### config.mk
export PLATFORM = sky130hd
export DESIGN_NAME = text_writer
export DESIGN_NICKNAME = d
export VERILOG_FILES = /design/src/rtl/text_writer.sv
export SDC_FILE = /design/constraint.sdc
export NUM_CORES = 1
export LEC_CHECK = 0
export ABC_AREA = 1
export CAP_MARGIN = 20
export CORE_ASPECT_RATIO = 0.5
export CORE_MARGIN = 3
export CORE_UTILIZATION = 40
export DETAILED_ROUTE_END_ITERATION = 8
export PLACE_DENSITY = 0.62
export SYNTH_ARGS = -nofsm -noshare
export SYNTH_HDL_FRONTEND = slang
export SYNTH_SLANG_ARGS = --single-unit
export TNS_END_PERCENT = 50
### constraint.sdc
create_clock -name clk -period 4.7 [get_ports clk]
set_input_delay 0.47 -clock clk [delete_from_list [all_inputs] [get_ports clk]]
set_output_delay 0.47 -clock clk [all_outputs]
set_load 0.02 [all_outputs]
### src/rtl/text_writer.sv
// text_writer: turns an ASCII byte stream into writes to a character text buffer.
//
// Printable bytes are written at the cursor, which then advances. It wraps at the
// end of a row and at the bottom of the screen; there is no scrolling.
// CR, LF and BS move the cursor. BS also blanks the cell it moves onto.
// FF blanks the whole screen, one cell per cycle, and then homes the cursor.
// Every other byte is accepted and dropped.
//
// Parameters
//   NCOL      number of character columns (at most 128)
//   NROW      number of character rows (at most 32)
// Ports
//   clk       system/pixel clock, rising edge
//   rstn      asynchronous active-low reset
//   in_valid  byte on in_data is offered
//   in_data   ASCII byte
//   in_ready  a byte can be taken this cycle (low while clearing)
//   wr_en     one-cycle write strobe to the text buffer
//   col_w     column of the cell being written
//   row_w     row of the cell being written
//   din       ASCII code written to the cell
//   cur_col   cursor column
//   cur_row   cursor row
//   busy      screen clear in progress
module text_writer #(
   parameter int NCOL = 80,
   parameter int NROW = 30
) (
   input  logic       clk,
   input  logic       rstn,
   input  logic       in_valid,
   input  logic [7:0] in_data,
   output logic       in_ready,
   output logic       wr_en,
   output logic [6:0] col_w,
   output logic [4:0] row_w,
   output logic [6:0] din,
   output logic [6:0] cur_col,
   output logic [4:0] cur_row,
   output logic       busy
);

   typedef enum logic {IDLE, CLEAR} state_t;

   localparam logic [6:0] COL_LAST = 7'(NCOL - 1);
   localparam logic [4:0] ROW_LAST = 5'(NROW - 1);
   localparam logic [6:0] SPACE    = 7'h20;
   localparam logic [7:0] CH_BS    = 8'h08;
   localparam logic [7:0] CH_LF    = 8'h0A;
   localparam logic [7:0] CH_FF    = 8'h0C;
   localparam logic [7:0] CH_CR    = 8'h0D;

   state_t     state, state_nxt;
   logic       wr_en_nxt;
   logic [6:0] col_w_nxt, din_nxt, cur_col_nxt;
   logic [4:0] row_w_nxt, cur_row_nxt;
   logic       accept;

   function automatic logic [4:0] row_inc(input logic [4:0] r);
      return (r == ROW_LAST) ? 5'd0 : r + 5'd1;
   endfunction

   function automatic logic is_printable(input logic [7:0] b);
      return (b >= 8'h20) && (b <= 8'h7E);
   endfunction

   assign in_ready = (state == IDLE);
   assign busy     = (state == CLEAR);
   assign accept   = in_valid && (state == IDLE);

   always_comb begin
      state_nxt   = state;
      wr_en_nxt   = 1'b0;
      col_w_nxt   = col_w;
      row_w_nxt   = row_w;
      din_nxt     = din;
      cur_col_nxt = cur_col;
      cur_row_nxt = cur_row;
      case (state)
         IDLE: begin
            if (accept) begin
               if (is_printable(in_data)) begin
                  wr_en_nxt = 1'b1;
                  col_w_nxt = cur_col;
                  row_w_nxt = cur_row;
                  din_nxt   = in_data[6:0];
                  if (cur_col == COL_LAST) begin
                     cur_col_nxt = 7'd0;
                     cur_row_nxt = row_inc(cur_row);
                  end else begin
                     cur_col_nxt = cur_col + 7'd1;
                  end
               end else begin
                  case (in_data)
                     CH_CR: cur_col_nxt = 7'd0;
                     CH_LF: cur_row_nxt = row_inc(cur_row);
                     CH_BS: begin
                        if (cur_col != 7'd0) begin
                           cur_col_nxt = cur_col - 7'd1;
                           wr_en_nxt   = 1'b1;
                           col_w_nxt   = cur_col - 7'd1;
                           row_w_nxt   = cur_row;
                           din_nxt     = SPACE;
                        end
                     end
                     CH_FF: begin
                        // Cell (0,0) is written on the accepting edge itself.
                        state_nxt = CLEAR;
                        wr_en_nxt = 1'b1;
                        col_w_nxt = 7'd0;
                        row_w_nxt = 5'd0;
                        din_nxt   = SPACE;
                     end
                     default: ;
                  endcase
               end
            end
         end
         CLEAR: begin
            // col_w/row_w double as the sweep counter. Once the last cell is
            // on the outputs, the clear ends and the cursor returns home.
            if (col_w == COL_LAST && row_w == ROW_LAST) begin
               state_nxt   = IDLE;
               cur_col_nxt = 7'd0;
               cur_row_nxt = 5'd0;
            end else begin
               wr_en_nxt = 1'b1;
               din_nxt   = SPACE;
               if (col_w == COL_LAST) begin
                  col_w_nxt = 7'd0;
                  row_w_nxt = row_w + 5'd1;
               end else begin
                  col_w_nxt = col_w + 7'd1;
               end
            end
         end
         default: state_nxt = IDLE;
      endcase
   end

   always_ff @(posedge clk or negedge rstn) begin
      if (!rstn) begin
         state   <= IDLE;
         wr_en   <= 1'b0;
         col_w   <= 7'd0;
         row_w   <= 5'd0;
         din     <= 7'd0;
         cur_col <= 7'd0;
         cur_row <= 5'd0;
      end else begin
         state   <= state_nxt;
         wr_en   <= wr_en_nxt;
         col_w   <= col_w_nxt;
         row_w   <= row_w_nxt;
         din     <= din_nxt;
         cur_col <= cur_col_nxt;
         cur_row <= cur_row_nxt;
      end
   end

endmodule

Word-level counts from Yosys, hierarchy flattened:

Cells that the tools add are included.

* flip-flop bits (word level): 33
* input bits: 11
* output and inout bits: 34
* word-level logic and storage cells: 83

* $add $sub $neg: 5
* $lt $le $gt $ge: 2
* equal/unequal tests: 17
* multiplexer cells: 43
* bitwise operators: 1
* reduce and logical (&&, ||, !) cells: 8

Operators with widths (number)
* $mux W7: 13
* $pmux W7 S2: 6
* $mux W5: 11
* $eq A8 B4 Y1 const B: 4
* $pmux W5 S2: 3
* $add A7 B1 Y7 const B: 2
* $eq A7 B7 Y1 const B: 2
* $reduce_and A4 Y1: 3
* $add A5 B1 Y5 const B: 2
* $eq A5 B5 Y1 const B: 2
* $ge A8 B6 Y1 const B: 1
* $le A8 B7 Y1 const B: 1
* $ne A4 B1 Y1 const B: 2
* $mux W1: 7
* $reduce_bool A7 Y1: 1
* $sub A7 B1 Y7 const B: 1
* $ne A2 B1 Y1 const B: 3
* $pmux W1 S2: 3
* $reduce_and A5 Y1: 1
* $ne A4 B4 Y1 const B: 1
* $logic_and A1 B1 Y1: 3
* $ne A3 B1 Y1 const B: 1
* $ne A3 B2 Y1 const B: 1
* $ne A2 B2 Y1 const B: 1
* $not A1 Y1: 1

Depth between registers and ports, before layout:

Gate-level depths: netlist of run 1.

* word-level depth: 6
* mapped depth: 12
* mapped depth without buffers: 11

Worst setup path after synthesis of run 1:

Ideal clock, no wire load.

* kind: reg-to-reg
* start: register col_w[0]
* end: register din[1]
* setup time: 76 ps
* data arrival time: 1705 ps
* data required time: 4624 ps
* slack: 2919 ps
* cell stages (with the launch flop): 11
* buffers on the path: 1
* clock period less this slack: 1781 ps
* path through: dfrtp_1 -> ha_1 -> nand3_1 -> nor2_2 -> nand2_1 -> nand2_2 -> nand2_2 -> nand2_2 -> buf_4 -> nand2_1 -> o21ai_1

* word-level cells in the longest chain between the ends: 4

RTL lines
* from (decl): RTL line 35 `output logic [6:0] col_w,`
* from (signal assigned): RTL line 153 `col_w <= col_w_nxt;`
* $eq A7 B7 Y1: RTL line 122 `if (col_w == COL_LAST && row_w == ROW_LAST) begin`
* $logic_and A1 B1 Y1: RTL line 122
* $ne A2 B2 Y1 (no line)
* $reduce_and A4 Y1 (no line)
* to (signal assigned): RTL line 155 `din <= din_nxt;`
* to (decl): RTL line 37 `output logic [6:0] din,`

Every way passes these cells.
A chain may end at the register's enable or synchronous reset.

Worst setup path after layout of run 1:

* start: register state (netlist: busy)
* end: output port in_ready

* word-level cells in the longest chain between the ends: 1

RTL lines
* from (decl): RTL line 53 `state_t state, state_nxt;`
* from (signal assigned): RTL line 151 `state <= state_nxt;`
* $not A1 Y1
* to (decl): RTL line 33 `output logic in_ready,`

Every way passes these cells.

==> flow_summary.yaml, run 1 <==
outcome:
  outcome: "finished clean"
timing:
  worstMarginPinSlew_ps: 678
  finalSetupTns_ps: 0
  finalSetupViolCount: 0
  grt_setup_unrepaired: "false"
  finalHoldViolCount: 0
  fin_crit_ps: 2260
  finalCritPeriodShare_pct: 48.1
  max_freq_mhz: 442
  timing.final.ws_setup_ps: 2440
  relSlewSlack_pct: 54.5
  fin_skew_ps: 2.39
  slew_violations: 0
layout:
  nets: 421
  area_delta_synth_final_pct: 27.2
  diodes: 0
  layoutNonFillerInstCount: 475
  layout-drive-gt1-share_pct: 6.22
  final_util_pct: 54.0
die:
  fp.dieW_um: 115
  row_count: 19
  die_area_um2: 6970
  die_height_um: 60.6
  start_util_pct: 42.5
  coreArea_um2: 5610
  ios: 45
place:
  post-dp-hpwl_mm: 4.62
  gp_congestion: 0.899
  port_buffers: 44
  placed_cells: 468
  place_ws_ps: 2370
clock_tree:
  cts_hold_buffers: 0
  post_cts_resized: 0
  cts_num_sinks: 33
  clk_pin_slew_ps: 50
  root_buffer: "clkbuf_16"
  numCtsBuffers: 5
  cts_setup_buffers: 0
  cts_tree: "done"
  htreeDepth: 2
  clockBufferDepth: 2
  insertion_delay_ps: 270
run:
  drv_cap: 0
critical_path:
  path_class: "flip-flop to output pin"
  r2r_slack_ps: 2610
  setup.worst_path.end_class: "output pin"
  critPathLaunchType: "flip-flop"
  critical_path_arrival_ps: 1790
  r2r-end: "din[6]$_DFFE_PN0P_"
  reg2regPathDepth: 9
  worstPathMaxFanout: 22
  cp.required_ps: 4230
  timing.rr.start: "col_w[0]$_DFFE_PN0P_"
drt:
  drc: 0
  drtIter0Drc: 149
  viasPerCell: 4.99
  routed-via-count: 2371
  ant_nets: 0
  wire_per_inst_um: 12.6
  dr.pass1.iters: 4
  routed_wl_mm: 5.99
power:
  intPower_uw: 503
  p_sw_uw: 131
  clock_power_share_pct: 50.9
  pwr-share-comb_pct: 4.2
  p_per_area_nw_per_um2: 209
  swShare_pct: 20.6
  power_frac_seq_pct: 44.9
  cellLeakagePower_nw: 1.49
  peakVddDrop_v: 0.000118
worst_hold_path:
  min-delay-start: "din[2]$_DFFE_PN0P_"
  hold_depth: 2
  min_to: "din[2]$_DFFE_PN0P_"
  hold_path.class: "flip-flop to flip-flop"
yosys:
  synth-seq-cells: 33
  ys_seq_area_share_pct: 34.7
  synth_cells: 356
  avgSynthCellArea_um2: 6.69
  ys_warn_count: 0
  synthDistinctLibCells: 27
  syn_nets: 375
  netlist_area_um2: 2380
global_route:
  grt_max_degree: 34
  grt.total_usage_pct: 17.8
  antenna_found_initial: 0
  grt_overflow: 0
  grt_pass1_wl_mm: 9.96
  grt_pass1_vias: 2112
## cells in the final DEF, fill, tap and decap left out, types with 4 or more instances in the layout
| cell type | count |
|---|---|
| nand2_1 | 145 |
| clkdlybuf4s50_1 | 44 |
| inv_1 | 39 |
| dfrtp_1 | 33 |
| nand3_1 | 24 |
| nor2_1 | 19 |
| nand4_1 | 17 |
| o21ai_0 | 14 |
| o21ai_1 | 13 |
| xor2_1 | 8 |
| ha_1 | 8 |
| clkbuf_16 | 5 |
| nor2_2 | 4 |
| nand2_2 | 4 |
## area by class of cell
type	instances	area, um^2
Tap cell	73	91.3
Sequential cell	33	826
Inverter	42	158
Clock buffer	7	143
Multi-Input combinational cell	275	1360
Timing Repair Buffer	45	448
Fill cell	563	2580
## logic make-up (layout without fill, tap and decap cells)
logic type	count (synthesis)	after routing	synth area share (%)
AOI/OAI and AO/OA	36	36	8.51
adders and majority gates	8	8	4.20
and+or+nand+nor	220	220	40.5
DFF	33	33	34.7
buffers and inverters	48	94	8.09
xor gates and xnor gates	11	11	4.04
## power groups by stage
stage / sequential (mW) / combinational [mW] / clock (mW)
6_report: 0.284 / 0.0267 / 0.323
5_1_grt: 0.284 / 0.0297 / 0.340
3_5_place_dp: 0.289 / 0.0272 / 0
2_1_floorplan: 0.289 / 0.00805 / 0
4_1_cts: 0.284 / 0.0272 / 0.328
3_3_place_gp: 0.289 / 0.0264 / 0
## worst max-delay path by stage
stage,from,endpoint,cells after the start
3_5_place_dp,in_data[5],din[5]$_DFFE_PN0P_,9
2_1_floorplan,col_w[0]$_DFFE_PN0P_,din[1]$_DFFE_PN0P_,10
3_3_place_gp,in_data[5],cur_col[3]$_DFFE_PN0P_,8
5_1_grt,col_w[0]$_DFFE_PN0P_,din[6]$_DFFE_PN0P_,9
6_report,busy$_DFF_PN0_,in_ready,2
4_1_cts,busy$_DFF_PN0_,in_ready,2
## critical path, cell delays in order (launching register included)
cell,delay (ps)
dfrtp_1,490
inv_2,340
clkdlybuf4s50_1,680
## synth_stat cells, drive strengths merged
| cell | instances | area share (%) |
|---|---|---|
| nand2 | 149 | 24 |
| inv | 42 | 6.6 |
| dfrtp | 33 | 35 |
| o21ai | 28 | 6.4 |
| nand3 | 27 | 6.6 |
| nor2 | 25 | 5.0 |
| nand4 | 17 | 4.5 |
| ha | 8 | 4.2 |
| xor2 | 8 | 2.9 |
| buf | 6 | 1.5 |
| a21oi | 3 | 0.79 |
| o22ai | 3 | 0.79 |
| xnor2 | 3 | 1.1 |
| a31oi | 1 | 0.26 |
| nand3b | 1 | 0.32 |
| nor3 | 1 | 0.21 |
| o21bai | 1 | 0.32 |
## metrics by stage
step / cell area, um^2 / power (mW) / hold WS (ps)
after global placement: 2890 / 0.316 / 473
final: 3030 / 0.634 / 494
after floorplan: 2380 / 0.298 / 174
after CTS: 3030 / 0.640 / 496
after detailed placement: 2890 / 0.317 / 481
after global routing: 3030 / 0.654 / 518
## layer usage
layer / track usage (%) / wire length, um / vias to the layer above
li1: - / - / 1230
met1: 26.1 / 3120 / 1092
met2: 27.5 / 2580 / 45
met3: 3.88 / 260 / 4
met4: 2.84 / 29 / 0
met5: 0 / 0 / -
## flip-flops by register name (all words and copies together) (netlist names)
name and cells:
din 7, col_w 7, row_w 5, cur_col 7, cur_row 5, busy 1
wr_en 1
(Power assumes the default switching activity.)
==> run 2, diff against run 1 <==
--- a/config.mk
+++ b/config.mk
@@ -11,7 +11,7 @@
 export CORE_MARGIN = 3
 export CORE_UTILIZATION = 40
 export DETAILED_ROUTE_END_ITERATION = 8
-export PLACE_DENSITY = 0.62
+export PLACE_DENSITY = 0.64
 export SYNTH_ARGS = -nofsm -noshare
 export SYNTH_HDL_FRONTEND = slang
 export SYNTH_SLANG_ARGS = --single-unit
==> constraint.sdc (replaced) <==
create_clock -name clk -period 1.81 [get_ports clk]
set_input_delay 0.181 -clock clk [delete_from_list [all_inputs] [get_ports clk]]
set_output_delay 0.181 -clock clk [all_outputs]
set_load 0.02 [all_outputs]
==> run 2 against run 1 <==
Compared with the run above: wire length rose by 7.8%; final cell count is 6.5% higher; highest routed layer unchanged; sequential share of layout area is 2.3 points lower; clock skew grew 1.1 ps; worst setup slack worse by 2300 ps; combinational power rose to 3.0 times the previous value; via count grew 5.1%; critical path depth unchanged; clock power grew to 2.6 times the previous value; largest power group unchanged; total power grew to 2.6 times the previous value; final area increased by 9.4%.
==> flow_summary.yaml, run 2 (synthesis results as in run 1) <==
timing:
  finalHoldViolCount: 0
  relSlewSlack_pct: 69.7
  fin_crit_ps: 1700
  finalSetupTns_ps: 0
  fin_skew_ps: 3.51
  finalSetupViolCount: 0
  timing.final.ws_setup_ps: 114
  slew_violations: 0
  finalCritPeriodShare_pct: 93.7
  max_freq_mhz: 590
  worstMarginPinSlew_ps: 455
  grt_setup_unrepaired: "false"
die:
  row_count: 19
  fp.dieW_um: 115
  coreArea_um2: 5610
  start_util_pct: 42.5
  die_area_um2: 6970
  die_height_um: 60.6
  ios: 45
clock_tree:
  insertion_delay_ps: 280
  clk_pin_slew_ps: 60
  cts_num_sinks: 33
  root_buffer: "clkbuf_16"
  cts_tree: "done"
  htreeDepth: 2
  numCtsBuffers: 5
  clockBufferDepth: 2
place:
  gp_congestion: 0.871
  port_buffers: 44
  place_ws_ps: -69.8
  post-dp-hpwl_mm: 4.91
  placed_cells: 497
layout:
  layout_common_cells: "144 x nand2_1, 44 x clkdlybuf4s50_1, 39 x inv_1, 32 x dfrtp_1, 29 x buf_4"
  nets: 451
  diodes: 0
  reg_top3: "col_w (7), cur_col (7), din (7)"
  area_delta_synth_final_pct: 39.1
  layoutNonFillerInstCount: 506
  layout-drive-gt1-share_pct: 14.3
  mostFrequentLayoutCell: "nand2_1"
drt:
  drtIter0Drc: 121
  viasPerCell: 4.92
  drc: 0
  wire_per_inst_um: 12.8
  ant_nets: 0
  routed_wl_mm: 6.45
  dr.pass1.iters: 4
  routed-via-count: 2492
critical_path:
  critPathLaunchType: "flip-flop"
  critical_path_arrival_ps: 1520
  path_class: "flip-flop to output pin"
  worstPathMaxFanout: 12
  setup.worst_path.end_class: "output pin"
  cp.required_ps: 1630
global_route:
  grt_pass1_wl_mm: 10.9
  grt.total_usage_pct: 19.6
  grt_pass1_vias: 2319
  antenna_found_initial: 0
  grt_overflow: 0
  grt_max_degree: 34
power:
  finalPower_mw: 1.64
  cellLeakagePower_nw: 1.66
  peakVddDrop_v: 0.000262
  p_per_area_nw_per_um2: 496
run:
  drv_cap: 0
outcome:
  outcome: "finished clean"
worst_hold_path:
  hold_path.class: "primary input to asynchronous set/reset pin"
-- run 2: cell types whose count changed in the layout (fill, tap and decap cells not counted), sizes merged --
cell	change
clkbuf	-2
buf	+30
clkinv	+2
clkinvlp	+1
-- run 2: path summary, 6_finish.rpt --
| path | to | slack, ps | cells past startpoint | from |
|---|---|---|---|---|
| max | in_ready | 110 | 2 | busy$_DFF_PN0_ |
| max reg2reg | din[4]$_DFFE_PN0P_ | 160 | 10 | col_w[0]$_DFFE_PN0P_ |
| min reg2reg | din[2]$_DFFE_PN0P_ | 490 | 2 | din[2]$_DFFE_PN0P_ |
| min in group clk | din[2]$_DFFE_PN0P_ | 490 | 2 | din[2]$_DFFE_PN0P_ |
| min | din[2]$_DFFE_PN0P_ | 330 | 2 | rstn |
| max in group asynchronous | cur_col[0]$_DFFE_PN0P_ | 1140 | 2 | rstn |
-- run 2: critical path, stage by stage (launching register included) --
cell and delay [ps]:
dfrtp_1 380, inv_2 200, clkdlybuf4s50_1 660
-- run 2: stage by stage --
stage,hold slack (ps),instance area [um^2],util [%]
2_1_floorplan,-115,2380,-
3_3_place_gp,477,3130,55.8
3_5_place_dp,482,3130,55.8
4_1_cts,339,3270,58.4
5_1_grt,380,3310,59.1
6_report,325,3310,59.1
-- run 2: timing repair --
item | in CTS | in global routing
setup endpoints to repair | 5 | 24
hold buffers | 0 | 0
resized for setup | 1 | 8
pin swaps | 0 | 1
buffers inserted | 0 | 1
cloned | 0 | 0
-- run 2: per-layer routing --
metal / GRT usage [%] / vias up / part of all wire (%)
li1: - / 1293 / -
met1: 27.0 / 1139 / 50
met2: 32.6 / 51 / 46
met3: 3.98 / 9 / 3.6
met4: 4.52 / 0 / 1.1
met5: 0 / - / 0
-- run 2: power breakdown --
part	switching, mW	internal [mW]
Clock	0.320	0.504
Sequential	0.000113	0.738
Combinational	0.0443	0.0370
Total	0.365	1.28
-- run 2: layout make-up --
type                       instances  area [um^2]
sequential                        33          827
clock inverter                     3         17.5
timing repair buffer              75          698
fill                             527         2300
inverter                          42          158
clock buffer                       5          125
multi-input combinational        275         1400
tap                               73         91.3
==> run 3, diff against run 2 <==
--- a/config.mk
+++ b/config.mk
@@ -6,7 +6,6 @@
 export NUM_CORES = 1
 export LEC_CHECK = 0
 export ABC_AREA = 1
-export CAP_MARGIN = 20
 export CORE_ASPECT_RATIO = 0.5
 export CORE_MARGIN = 3
 export CORE_UTILIZATION = 40
==> results of run 3 <==
No change in the layout: final DEF, timing and power equal those of run 2.
